===== src/rtl/coprocessor0_control.sv =====
// MIPS-style CP0 control block: Status/Cause/EPC/BadVAddr/Count/Compare,
// exception and eret sequencing, timer interrupt and mfc0/mtc0 access.
module coprocessor0_control #(
    parameter logic [31:0] EXCEPTION_ENTRY = 32'hBFC0_0380
) (
    input  logic        clock,
    input  logic        reset,
    input  logic        wb_valid,
    input  logic [4:0]  wb_address_register,
    input  logic [2:0]  wb_address_select,
    input  logic        wb_write_enabled,
    input  logic [31:0] wb_write_data,
    input  logic        wb_exception_valid,
    input  logic [4:0]  wb_exception_code,
    input  logic        wb_in_delay_slot,
    input  logic [31:0] wb_exception_address,
    input  logic [31:0] wb_bad_vaddr,
    input  logic        wb_eret_flush,
    input  logic [5:0]  hardware_interrupt,
    input  logic [4:0]  read_register,
    input  logic [2:0]  read_select,
    output logic [31:0] read_data,
    output logic        interrupt_pending,
    output logic        flush,
    output logic [31:0] exception_pc
);

    logic [7:0]  status_im;
    logic        status_exl;
    logic        status_ie;
    logic        cause_bd;
    logic        cause_ti;
    logic [5:0]  cause_ip_hw;
    logic [1:0]  cause_ip_sw;
    logic [4:0]  cause_exc_code;
    logic [31:0] epc;
    logic [31:0] bad_vaddr;
    logic [31:0] count;
    logic [31:0] compare;
    logic        tick;

    logic exception;
    logic eret;
    logic mtc0;
    logic wr_count;
    logic wr_compare;
    logic wr_status;
    logic wr_cause;
    logic wr_epc;
    logic [7:0]  ip;
    logic [31:0] status_word;
    logic [31:0] cause_word;

    assign exception = wb_valid & wb_exception_valid;
    assign eret      = wb_valid & wb_eret_flush & ~wb_exception_valid;
    // mtc0 loses to any exception or eret retiring in the same cycle
    assign mtc0 = wb_valid & wb_write_enabled
                & ~wb_exception_valid & ~wb_eret_flush
                & (wb_address_select == 3'd0);

    assign wr_count   = mtc0 & (wb_address_register == 5'd9);
    assign wr_compare = mtc0 & (wb_address_register == 5'd11);
    assign wr_status  = mtc0 & (wb_address_register == 5'd12);
    assign wr_cause   = mtc0 & (wb_address_register == 5'd13);
    assign wr_epc     = mtc0 & (wb_address_register == 5'd14);

    assign ip = {cause_ip_hw[5] | cause_ti, cause_ip_hw[4:0], cause_ip_sw};

    assign status_word = {9'd0, 1'b1, 6'd0, status_im, 6'd0,
                          status_exl, status_ie};
    assign cause_word  = {cause_bd, cause_ti, 14'd0, ip, 1'b0,
                          cause_exc_code, 2'd0};

    always_ff @(posedge clock) begin
        if (reset) begin
            status_im      <= 8'd0;
            status_exl     <= 1'b0;
            status_ie      <= 1'b0;
            cause_bd       <= 1'b0;
            cause_ti       <= 1'b0;
            cause_ip_hw    <= 6'd0;
            cause_ip_sw    <= 2'd0;
            cause_exc_code <= 5'd0;
            epc            <= 32'd0;
            bad_vaddr      <= 32'd0;
            count          <= 32'd0;
            compare        <= 32'd0;
            tick           <= 1'b0;
        end else begin
            tick        <= ~tick;
            cause_ip_hw <= hardware_interrupt;
            if (wr_count) begin
                count <= wb_write_data;
            end else if (tick) begin
                count <= count + 32'd1;
            end
            if (wr_compare) begin
                compare  <= wb_write_data;
                cause_ti <= 1'b0;
            end else if (count == compare) begin
                cause_ti <= 1'b1;
            end
            if (exception) begin
                if (!status_exl) begin
                    epc <= wb_in_delay_slot ? wb_exception_address - 32'd4
                                            : wb_exception_address;
                    cause_bd <= wb_in_delay_slot;
                end
                cause_exc_code <= wb_exception_code;
                status_exl     <= 1'b1;
                if (wb_exception_code == 5'd4 || wb_exception_code == 5'd5) begin
                    bad_vaddr <= wb_bad_vaddr;
                end
            end else if (eret) begin
                status_exl <= 1'b0;
            end else begin
                if (wr_status) begin
                    status_im  <= wb_write_data[15:8];
                    status_exl <= wb_write_data[1];
                    status_ie  <= wb_write_data[0];
                end
                if (wr_cause) begin
                    cause_ip_sw <= wb_write_data[9:8];
                end
                if (wr_epc) begin
                    epc <= wb_write_data;
                end
            end
        end
    end

    always_comb begin
        read_data = 32'd0;
        if (read_select == 3'd0) begin
            case (read_register)
                5'd8:    read_data = bad_vaddr;
                5'd9:    read_data = count;
                5'd11:   read_data = compare;
                5'd12:   read_data = status_word;
                5'd13:   read_data = cause_word;
                5'd14:   read_data = epc;
                default: read_data = 32'd0;
            endcase
        end
    end

    assign interrupt_pending = ~reset & status_ie & ~status_exl
                             & (|(status_im & ip));
    assign flush = ~reset & wb_valid & (wb_exception_valid | wb_eret_flush);

    always_comb begin
        exception_pc = 32'd0;
        if (exception) begin
            exception_pc = EXCEPTION_ENTRY;
        end else if (eret) begin
            exception_pc = epc;
        end
    end

endmodule


===== config.mk =====
export PLATFORM = sky130hd
export DESIGN_NAME = coprocessor0_control
export DESIGN_NICKNAME = d
export VERILOG_FILES = /design/src/rtl/coprocessor0_control.sv
export SDC_FILE = /design/constraint.sdc
export NUM_CORES = 1
export LEC_CHECK = 0
export ABC_AREA = 1
export BUFFER_PORTS_ARGS = -buffer_cell sky130_fd_sc_hd__buf_2
export CORE_UTILIZATION = 45
export CTS_BUF_LIST = sky130_fd_sc_hd__clkbuf_4 sky130_fd_sc_hd__clkbuf_8
export CTS_CLUSTER_SIZE = 12
export DETAILED_ROUTE_END_ITERATION = 6
export PLACE_DENSITY = 0.68
export SLEW_MARGIN = 0
export SYNTH_ARGS = -nofsm -noshare
export SYNTH_HDL_FRONTEND = slang
export SYNTH_SLANG_ARGS = --single-unit

===== constraint.sdc =====
create_clock -name clock -period 2.3 [get_ports clock]
set_clock_uncertainty 0.15 [all_clocks]
set_input_delay 0.115 -clock clock [delete_from_list [all_inputs] [get_ports clock]]
set_output_delay 0.115 -clock clock [all_outputs]
set_load 0.005 [all_outputs]

==> key figures, run 1 <==
Clock network
  – CTS clock-pin slew for the worst setup and hold paths: 0.09 ns
  – CTS Buf Count: 17
  – Clk_lat worst skew: 0.47 ns
  – Clock sinks: 154
  – Root Buffer: clkbuf_8
  – Longest Clk Path Bufs: 2
  – CTS tree: yes
  – Post-CTS setup buffers: 0
  – H-tree levels: 4

Critical path
  – Crit path cell chain: dlygate4sd3_1, buf_2, clkinv_2, o21ai_0, dlygate4sd3_1, nor2_1, dlygate4sd3_1
  – CP endpoint kind: flop
  – Crit path max fanout: 26
  – Critical path type: input port to flop
  – CP max stage delay: 0.57 ns
  – Crit path DAT: 2.42 ns
  – Critical Path RT: 2.51 ns
  – Startpoint types: input port
  – Slowest cell on crit path: dlygate4sd3_1
  – WP buf/inv: 5
  – Worst path most repeated cell: dlygate4sd3_1
  – Largest delay share family, worst path: buffers and inverters

Global route
  – Vias in the first global route: 10.5k
  – Gr usage total: 34.5%
  – Total grt overflow: 0
  – First-pass GRT wire length: 57,300 um
  – Largest net degree at the start of global routing: 66
  – Initial antenna violation count: 0

Placed design
  – Worst slack at placement: 0.296 ns
  – DP HPWL: 26,700 um
  – GPL Wtd Cong: 1.04
  – Number of port buffers: 195

Synth
  – Sequential-to-total area share from yosys stat: 33.0%
  – Main synth FF type: dfxtp_1
  – Leading area contributor after synthesis: dfxtp_1
  – Area contributors post-synth: dfxtp_1 (33%), nand2_1 (12%), nor2_1 (11%), a21oi_1 (7.7%), o21ai_0 (7.7%)
  – Syn Nets: 1,670
  – Post-synth EDFFs: 0
  – Syn avg cell area: 6.07 um2
  – Count of cell types in the netlist: 39
  – Yosys top cell area share: 33.0%
  – Most numerous cell in the Yosys netlist: nand2_1
  – Synth async-reset ratio: 0%
  – Synthesized flop and latch total: 154
  – Mapped Area: 9340 um2
  – Post-Syn Instances: 1,538
  – Syn. warnings: 0
  – Post-synth top cells: nand2_1 (309), nor2_1 (269), inv_1 (176), dfxtp_1 (154)

STA
  – Final worst slack: 0.0883 ns
  – Tightest Pin Transition: 0.642 ns
  – Fin crit period: 2.21 ns
  – Fmax: 452 MHz
  – Final Hold Vio Count: 0
  – Max-slew headroom: 57.1%
  – Crit share post-route: 96.2%
  – RSZ-0062 raised after global routing: no
  – Worst hold slack: 0.0244 ns
  – Final count of pins violating max slew: 0
  – Setup_tns: 0 ns
  – Final setup violation count: 0

Floorplanning
  – Die extent in x: 146 um
  – I/O pins: 196
  – Die Y: 146 um
  – Rows: 52
  – Initial Utilization: 46.0%
  – Core area: 20,300 um2
  – Die ar.: 21,300 um2

Power and ir drop
  – Maximum VDD drop: 0.279 mV
  – Leakage: 5.22 nW
  – Power Density: 478 nW/um2

Drt
  – Post-Route WL: 37,000 um
  – DRC viols: 0
  – DRT antenna net count: 0
  – Routed length per instance: 17.4 um
  – Routed vias: 11.5k
  – Via/cell ratio: 5.42
  – Initial drt markers: 1,212
  – TritonRoute pass-1 iters: 5

Final layout
  – Diode count: 0
  – Area growth syn-to-layout: 33.2%
  – Layout cells sized above 1: 15.7%
  – Final Core Density: 61.3%
  – Fin nets: 1,969

Hold path
  – Hold WC Path Type: input port to flop

Job
  – MaxCap Viol Count: 0

Outcome
  – Status: completed
## where the power goes
part	switching [mW]	total, mW	internal (mW)
Combinational	0.503	0.873	0.370
Sequential	0.0306	2.76	2.73
Clock	1.10	2.31	1.22
## cell type report
class | instances | area [um2]
well taps | 270 | 338
repair buffers | 360 | 2600
fillers | 2006 | 7860
clock inverters | 9 | 135
inverters | 183 | 688
flip-flops and latches | 154 | 3080
multi-input cells | 1121 | 5300
clock buffers | 23 | 304
## worst register-to-register path, stage by stage (launching register included)
cell and delay [ns]:
dfxtp_1 0.32, inv_1 0.09, nand2_1 0.17, nand2_1 0.11
inv_2 0.45, a21oi_1 0.15, a21oi_2 0.16, dlygate4sd3_1 0.55
## sequential cells by signal (all words and copies together) (netlist names)
| signal | flops |
|---|---|
| bad_vaddr | 32 |
| cause_bd | 1 |
| cause_exc_code | 5 |
| cause_ip_hw | 6 |
| cause_ip_sw | 2 |
| cause_ti | 1 |
| compare | 32 |
| count | 32 |
| epc | 32 |
| status_exl | 1 |
| status_ie | 1 |
| status_im | 8 |
| tick | 1 |
## per-layer routing
metal | up-vias | global-route usage [%] | part of all wire [%]
li1 | 5616 | - | -
met1 | 5221 | 48.8 | 45
met2 | 596 | 53.8 | 44
met3 | 63 | 6.28 | 9.2
met4 | 0 | 9.17 | 2.0
met5 | - | 0 | 0
## stage by stage
stage / instances / total power, mW / instance area [um2]
after floorplan: 1538 / 3.15 / 9340
after global placement: 1965 / 3.49 / 10700
after detailed placement: 1965 / 3.50 / 10700
after CTS: 2120 / 5.92 / 12400
after global routing: 2120 / 6.13 / 12400
final: 2120 / 5.95 / 12400
## worst paths after layout
kind / cells after the start / startpoint / to / slack, ns
min: 5 / wb_exception_address[4] / epc[4] / 0.02
max: 7 / reset / cause_exc_code[0] / 0.09
min reg2reg: 2 / cause_bd / cause_bd / 0.31
max reg2reg: 7 / status_exl / epc[26] / 0.10
## cells in the final DEF (no fill, tap or decap), types with 3 or more instances in the layout
cell type,n
a221oi_1,11
a21oi_1,142
or2_2,3
nand3_1,69
a211oi_1,9
o22ai_1,39
dlygate4sd3_1,123
buf_4,36
nor2_1,267
o31ai_1,4
xor2_1,18
buf_2,195
nor4_1,3
a31oi_1,4
nor3_2,3
nand2_1,308
clkinvlp_4,3
o21ai_0,142
inv_1,176
nand2_2,4
clkbuf_8,21
inv_2,4
xnor2_1,15
nand4_1,27
bufinv_16,3
buf_12,6
dfxtp_1,154
o21ai_1,6
nor3_1,28
## cells by family after synthesis
group,Yosys count,synth area share (%)
XOR/XNOR,33,3.09
buffers and inverters,263,10.7
flip-flops,154,33.0
adder cells (fa/ha/maj),2,0.268
AO/OA/AOI/OAI,365,21.2
AND/OR/NAND/NOR,721,31.8
## repair_timing
item / in CTS / in global routing
hold buffers: 123 / 0
hold endpoints to repair: 150 / 0
endpoints found under the setup margin: 0 / 6
resized for setup: 0 / 9
Note: power is estimated with default switching activity, not from simulation.
==> run 2, diff against run 1 <==
- BUFFER_PORTS_ARGS: -buffer_cell sky130_fd_sc_hd__buf_2 -> -buffer_cell sky130_fd_sc_hd__buf_4
==> run 2 against run 1 <==
Net effect:
- critical path depth rose by 3
- sequential power barely moved
- sequential share of layout area fell by 0.55 points
- cell area rose by 2.3%
- wire length rose by 1.9%
- register-to-register slack improved by 0.08 ns
- cell count fell by 0.33%
- the flow now finishes with violations (hold timing)
- die area did not move
- power fell by 6.7%
- fmax rose by 3.8%
==> key figures, run 2 (synthesized netlist as in run 1, its figures left out) <==
Drt
  – DRC viols: 0
  – Routed vias: 11.4k
  – TritonRoute pass-1 iters: 6
  – Routed length per instance: 17.8 um
  – DRT antenna net count: 0
  – Post-Route WL: 37,700 um
  – Via/cell ratio: 5.41
  – Initial drt markers: 1,128

Critical path
  – Slowest cell on crit path: dlygate4sd3_1
  – Startpoint types: input port
  – Flop2flop setup slack: 0.18 ns
  – Critical Path RT: 2.57 ns
  – Critical path type: input port to flop
  – CP endpoint kind: flop
  – R2R Path Start: status_exl
  – Crit path max fanout: 6
  – CP max stage delay: 0.55 ns
  – R2R Path End: epc[15]
  – Worst r2r path cells: 7
  – Worst path most repeated cell: dlygate4sd3_1
  – Crit path cell chain: dlygate4sd3_1, buf_4, nor2_1, nand3_2, nor2_2, nand4_1, nand2_1, nand3_1, a21oi_1, dlygate4sd3_1
  – Crit path DAT: 2.40 ns

Clock network
  – Clock sinks: 154
  – CTS tree: yes
  – Root Buffer: clkbuf_8
  – CTS clock-pin slew for the worst setup and hold paths: 0.09 ns
  – CTS Buf Count: 17
  – Longest Clk Path Bufs: 2
  – H-tree levels: 4
  – Clk_lat worst skew: 0.48 ns

Hold path
  – Worst hold endpoint: epc[3]
  – WHS Path Cells: 5
  – Hold WC Path Type: input port to flop
  – Worst Min Path Start: wb_in_delay_slot

Power and ir drop
  – Maximum VDD drop: 0.302 mV
  – Power Density: 436 nW/um2
  – Leakage: 5.25 nW

Global route
  – Vias in the first global route: 10.7k
  – Gr usage total: 35.3%
  – Initial antenna violation count: 0
  – Largest net degree at the start of global routing: 110
  – Total grt overflow: 0
  – First-pass GRT wire length: 58,400 um

Placed design
  – Number of port buffers: 195
  – DP HPWL: 27,800 um
  – GPL Wtd Cong: 0.970

Outcome
  – Status: complete, but fails checks
  – Failing checks: hold timing

Final layout
  – Most frequent cells in the layout: nand2_1 (309), nor2_1 (268), buf_4 (232)
  – Diode count: 0
  – Final Core Density: 62.7%
  – # fillers: 1,992
  – Most common cell after layout, fill and taps aside: nand2_1
  – Layout cells sized above 1: 15.5%
  – Fin nets: 1,962
  – Area growth syn-to-layout: 36.2%

Floorplanning
  – Initial Utilization: 46.0%
  – Die Y: 146 um
  – Die extent in x: 146 um
  – Die ar.: 21,300 um2
  – Rows: 52
  – I/O pins: 196
  – Core area: 20,300 um2

STA
  – Final count of pins violating max slew: 0
  – RSZ-0062 raised after global routing: no
  – Max-slew headroom: 34.9%
  – Tightest Pin Transition: 0.976 ns
  – Final setup violation count: 0
  – Final Hold Vio Count: 1
  – Fmax: 469 MHz
  – Fin crit period: 2.13 ns
  – Setup_tns: 0 ns
  – Worst hold slack: -0.00318 ns
  – Crit share post-route: 92.7%

Job
  – MaxCap Viol Count: 0
-- run 2: through the flow --
step	power [mW]	hold WS, ns	setup WS (ns)	instances	cell area (um2)
2_1_floorplan	3.15	0.0720	0.607	1538	9340
3_3_place_gp	3.57	0.184	0.289	1965	11200
3_5_place_dp	3.57	0.192	0.274	1965	11200
4_1_cts	5.53	0.00838	0.0691	2113	12700
5_1_grt	5.73	0.0548	0.0252	2113	12700
6_report	5.55	-0.00318	0.169	2113	12700
-- run 2: where the power goes --
group	internal (mW)	switching, mW
logic	0.423	0.505
clock network	0.771	1.09
registers	2.73	0.0339
total	3.92	1.63
-- run 2: area by class of cell --
| type | count | area, um2 | area share (%) |
|---|---|---|---|
| Multi-Input combinational cell | 1121 | 5280 | 41.5 |
| Sequential cell | 154 | 3080 | 24.2 |
| Clock buffer | 19 | 255 | 2.01 |
| Tap cell | 270 | 338 | 2.66 |
| Clock inverter | 13 | 80.1 | 0.629 |
| Timing Repair Buffer | 353 | 3000 | 23.6 |
| Inverter | 183 | 687 | 5.40 |
-- run 2: how the worst max path moves through the flow --
| stage | startpoint | to | depth (start not counted) |
|---|---|---|---|
| floorplan | count[0] | count[18] | 10 |
| global placement | read_register[4] | read_data[10] | 9 |
| detailed placement | read_register[4] | read_data[10] | 9 |
| CTS | wb_exception_address[7] | epc[26] | 10 |
| global route | wb_exception_address[7] | epc[26] | 10 |
| finish | wb_exception_address[7] | epc[26] | 10 |
-- run 2: worst max-delay path: cells and delay by family --
family	cells	cell delay, ns
buf+inv	3	1.23
compound gates	1	0.17
simple gates	6	0.88
-- run 2: what timing repair did --
action                     in CTS  in global routing
setup buffers                   0                  0
setup endpoints to repair       0                  1
resized for setup               0                  2
hold buffers                  116                  0
hold endpoints to repair      151                  0
-- run 2: layer usage --
layer  GRT usage, %  wire length (um)  up-vias
li1               -                 -     5606
met1           50.7             17200     5246
met2           54.8             16500      523
met3           5.38              3140       56
met4           9.48               837        0
met5              0                 0        -
==> run 3, diff against run 2 <==
- clock period: 2.3 -> 1.98 ns (I/O delays scaled with it)
==> run 3 against run 2 <==
Net effect:
- the flow now finishes without violations
- count of clock-buffer cells in the layout stayed put
- setup slack worse by 0.099 ns
- register-to-register slack lost 0.10 ns
- sequential power increased by 16%
- flip-flop and latch count unchanged
- first-iteration DRC count fell by 14%
- combinational power is 19% higher
- power up 23%
- die area is the same
- cell count is 2.7% higher
- utilization grew 3.3 points
- clock power grew 37%
- critical path type is now flop to output pin
- largest power group unchanged
==> key figures, run 3 (synthesized netlist as in run 1, its figures left out) <==
Final layout
  – Fin nets: 2,021
  – Cell area after layout: 13,400 um2
  – Diode count: 0
  – Area growth syn-to-layout: 43.4%
  – Most frequent cells in the layout: nand2_1 (306), buf_4 (288), nor2_1 (258)
  – Most common cell after layout, fill and taps aside: nand2_1
  – Layout cells sized above 1: 20.0%
  – Post-Layout Cell Count: 2,171

Clock network
  – CTS clock-pin slew for the worst setup and hold paths: 0.09 ns
  – CTS tree: yes
  – Longest Clk Path Bufs: 2
  – Root Buffer: clkbuf_8
  – Clk_lat worst skew: 0.47 ns
  – Clock sinks: 154
  – CTS Buf Count: 17
  – H-tree levels: 4

Critical path
  – Crit path max fanout: 2
  – Largest delay share family, worst path: compound AO/OA/AOI/OAI gates
  – Critical path type: flop to output pin
  – WP buf/inv: 2
  – CP max stage delay: 0.33 ns
  – Crit path DAT: 1.66 ns
  – Crit path cell chain: inv_2, o22ai_1, a211oi_1, nor2_1, buf_4
  – Critical Path RT: 1.73 ns
  – Slowest cell on crit path: dfxtp_1
  – Startpoint types: flop
  – CP endpoint kind: output pin

STA
  – Final setup violation count: 0
  – Setup_tns: 0 ns
  – Crit share post-route: 96.5%
  – Fin crit period: 1.91 ns
  – Tightest Pin Transition: 0.770 ns
  – Max-slew headroom: 48.6%
  – Final Hold Vio Count: 0
  – RSZ-0062 raised after global routing: yes
  – Final count of pins violating max slew: 0
  – Fmax: 523 MHz

Hold path
  – Hold WC Path Type: input port to flop

Global route
  – Vias in the first global route: 10.8k
  – Total grt overflow: 0
  – Gr usage total: 35.0%
  – Initial antenna violation count: 1
  – Largest net degree at the start of global routing: 77
  – First-pass GRT wire length: 58,200 um

Placed design
  – Number of port buffers: 195
  – Placed insts: 2,022
  – Area after DPL: 11,700 um2
  – DP HPWL: 27,800 um
  – GPL Wtd Cong: 0.962

Drt
  – Routed length per instance: 17.3 um
  – DRT antenna net count: 0
  – Routed vias: 11.6k
  – Via/cell ratio: 5.34
  – Post-Route WL: 37,500 um
  – Initial drt markers: 965
  – DRC viols: 0
  – TritonRoute pass-1 iters: 5

Power and ir drop
  – Maximum VDD drop: 0.380 mV
  – Leakage: 5.56 nW
  – Power Density: 511 nW/um2

Outcome
  – Status: completed

Floorplanning
  – Die extent in x: 146 um
  – Core area: 20,300 um2
  – I/O pins: 196
  – Die Y: 146 um
  – Initial Utilization: 46.0%
  – Die ar.: 21,300 um2
  – Rows: 52

Job
  – MaxCap Viol Count: 0
## run 3: cell types whose count changed in the layout (fill, tap and decap cells not counted), sizes merged
cell	delta
inv	-1
dlygate4sd3	+1
clkinv	-4
clkinvlp	+1
buf	+58
bufinv	+3
## run 3: worst paths after layout
kind	from	endpoint	slack [ns]	depth (start not counted)
hold / removal	wb_address_register[3]	cause_ip_sw[0]	0.02	6
setup / recovery	epc[31]	read_data[31]	0.07	5
setup reg to reg	count[2]	count[9]	0.08	8
hold reg to reg	cause_ip_sw[0]	cause_ip_sw[0]	0.32	2
## run 3: per-stage QoR
stage / setup slack [ns] / power [mW] / utilization [%] / hold WS [ns]
finish: 0.0693 / 6.84 / 66.0 / 0.0183
global route: -0.00277 / 7.07 / 66.0 / 0.0768
CTS: 0.000924 / 6.81 / 65.3 / 0.00279
detailed placement: 0.0451 / 4.16 / 57.5 / 0.173
global placement: 0.0863 / 4.15 / 57.5 / 0.168
floorplan: 0.287 / 3.66 / - / 0.0560
## run 3: timing repair
| item | 4_1_cts | 5_1_grt |
|---|---|---|
| gates resized for setup | 4 | 43 |
| endpoints found under the setup margin | 3 | 33 |
| setup buffers | 0 | 1 |
| endpoints found under the hold margin | 152 | 0 |
| hold buffers | 117 | 0 |
| pin swaps | 0 | 10 |
## run 3: power breakdown
group	internal, mW	total (mW)	switching (mW)
Clock	1.28	2.54	1.26
Sequential	3.17	3.21	0.0400
Combinational	0.515	1.10	0.582
## run 3: cell type report
class | instances | area [um2]
multi-input cells | 1121 | 5380
clock buffers | 19 | 255
inverters | 183 | 691
well taps | 270 | 338
repair buffers | 412 | 3470
flip-flops and latches | 154 | 3100
fillers | 1911 | 6910
clock inverters | 12 | 150
## run 3: per-layer routing
layer  share of wire (%)  global-route usage [%]  up-vias
met2                  44                    55.1      537
met3                 8.8                    6.00       43
met1                  45                    49.3     5302
met5                   0                       0        -
li1                    -                       -     5719
met4                 1.7                    8.80        0
## run 3: worst reg2reg max path, cell delays in order (launching register included)
cell and delay, ns:
dfxtp_1 0.44, nand3_1 0.16, nor2_2 0.19, buf_4 0.14
buf_4 0.11, nand2_1 0.09, nor4_2 0.22, xor2_1 0.20
a21oi_1 0.08
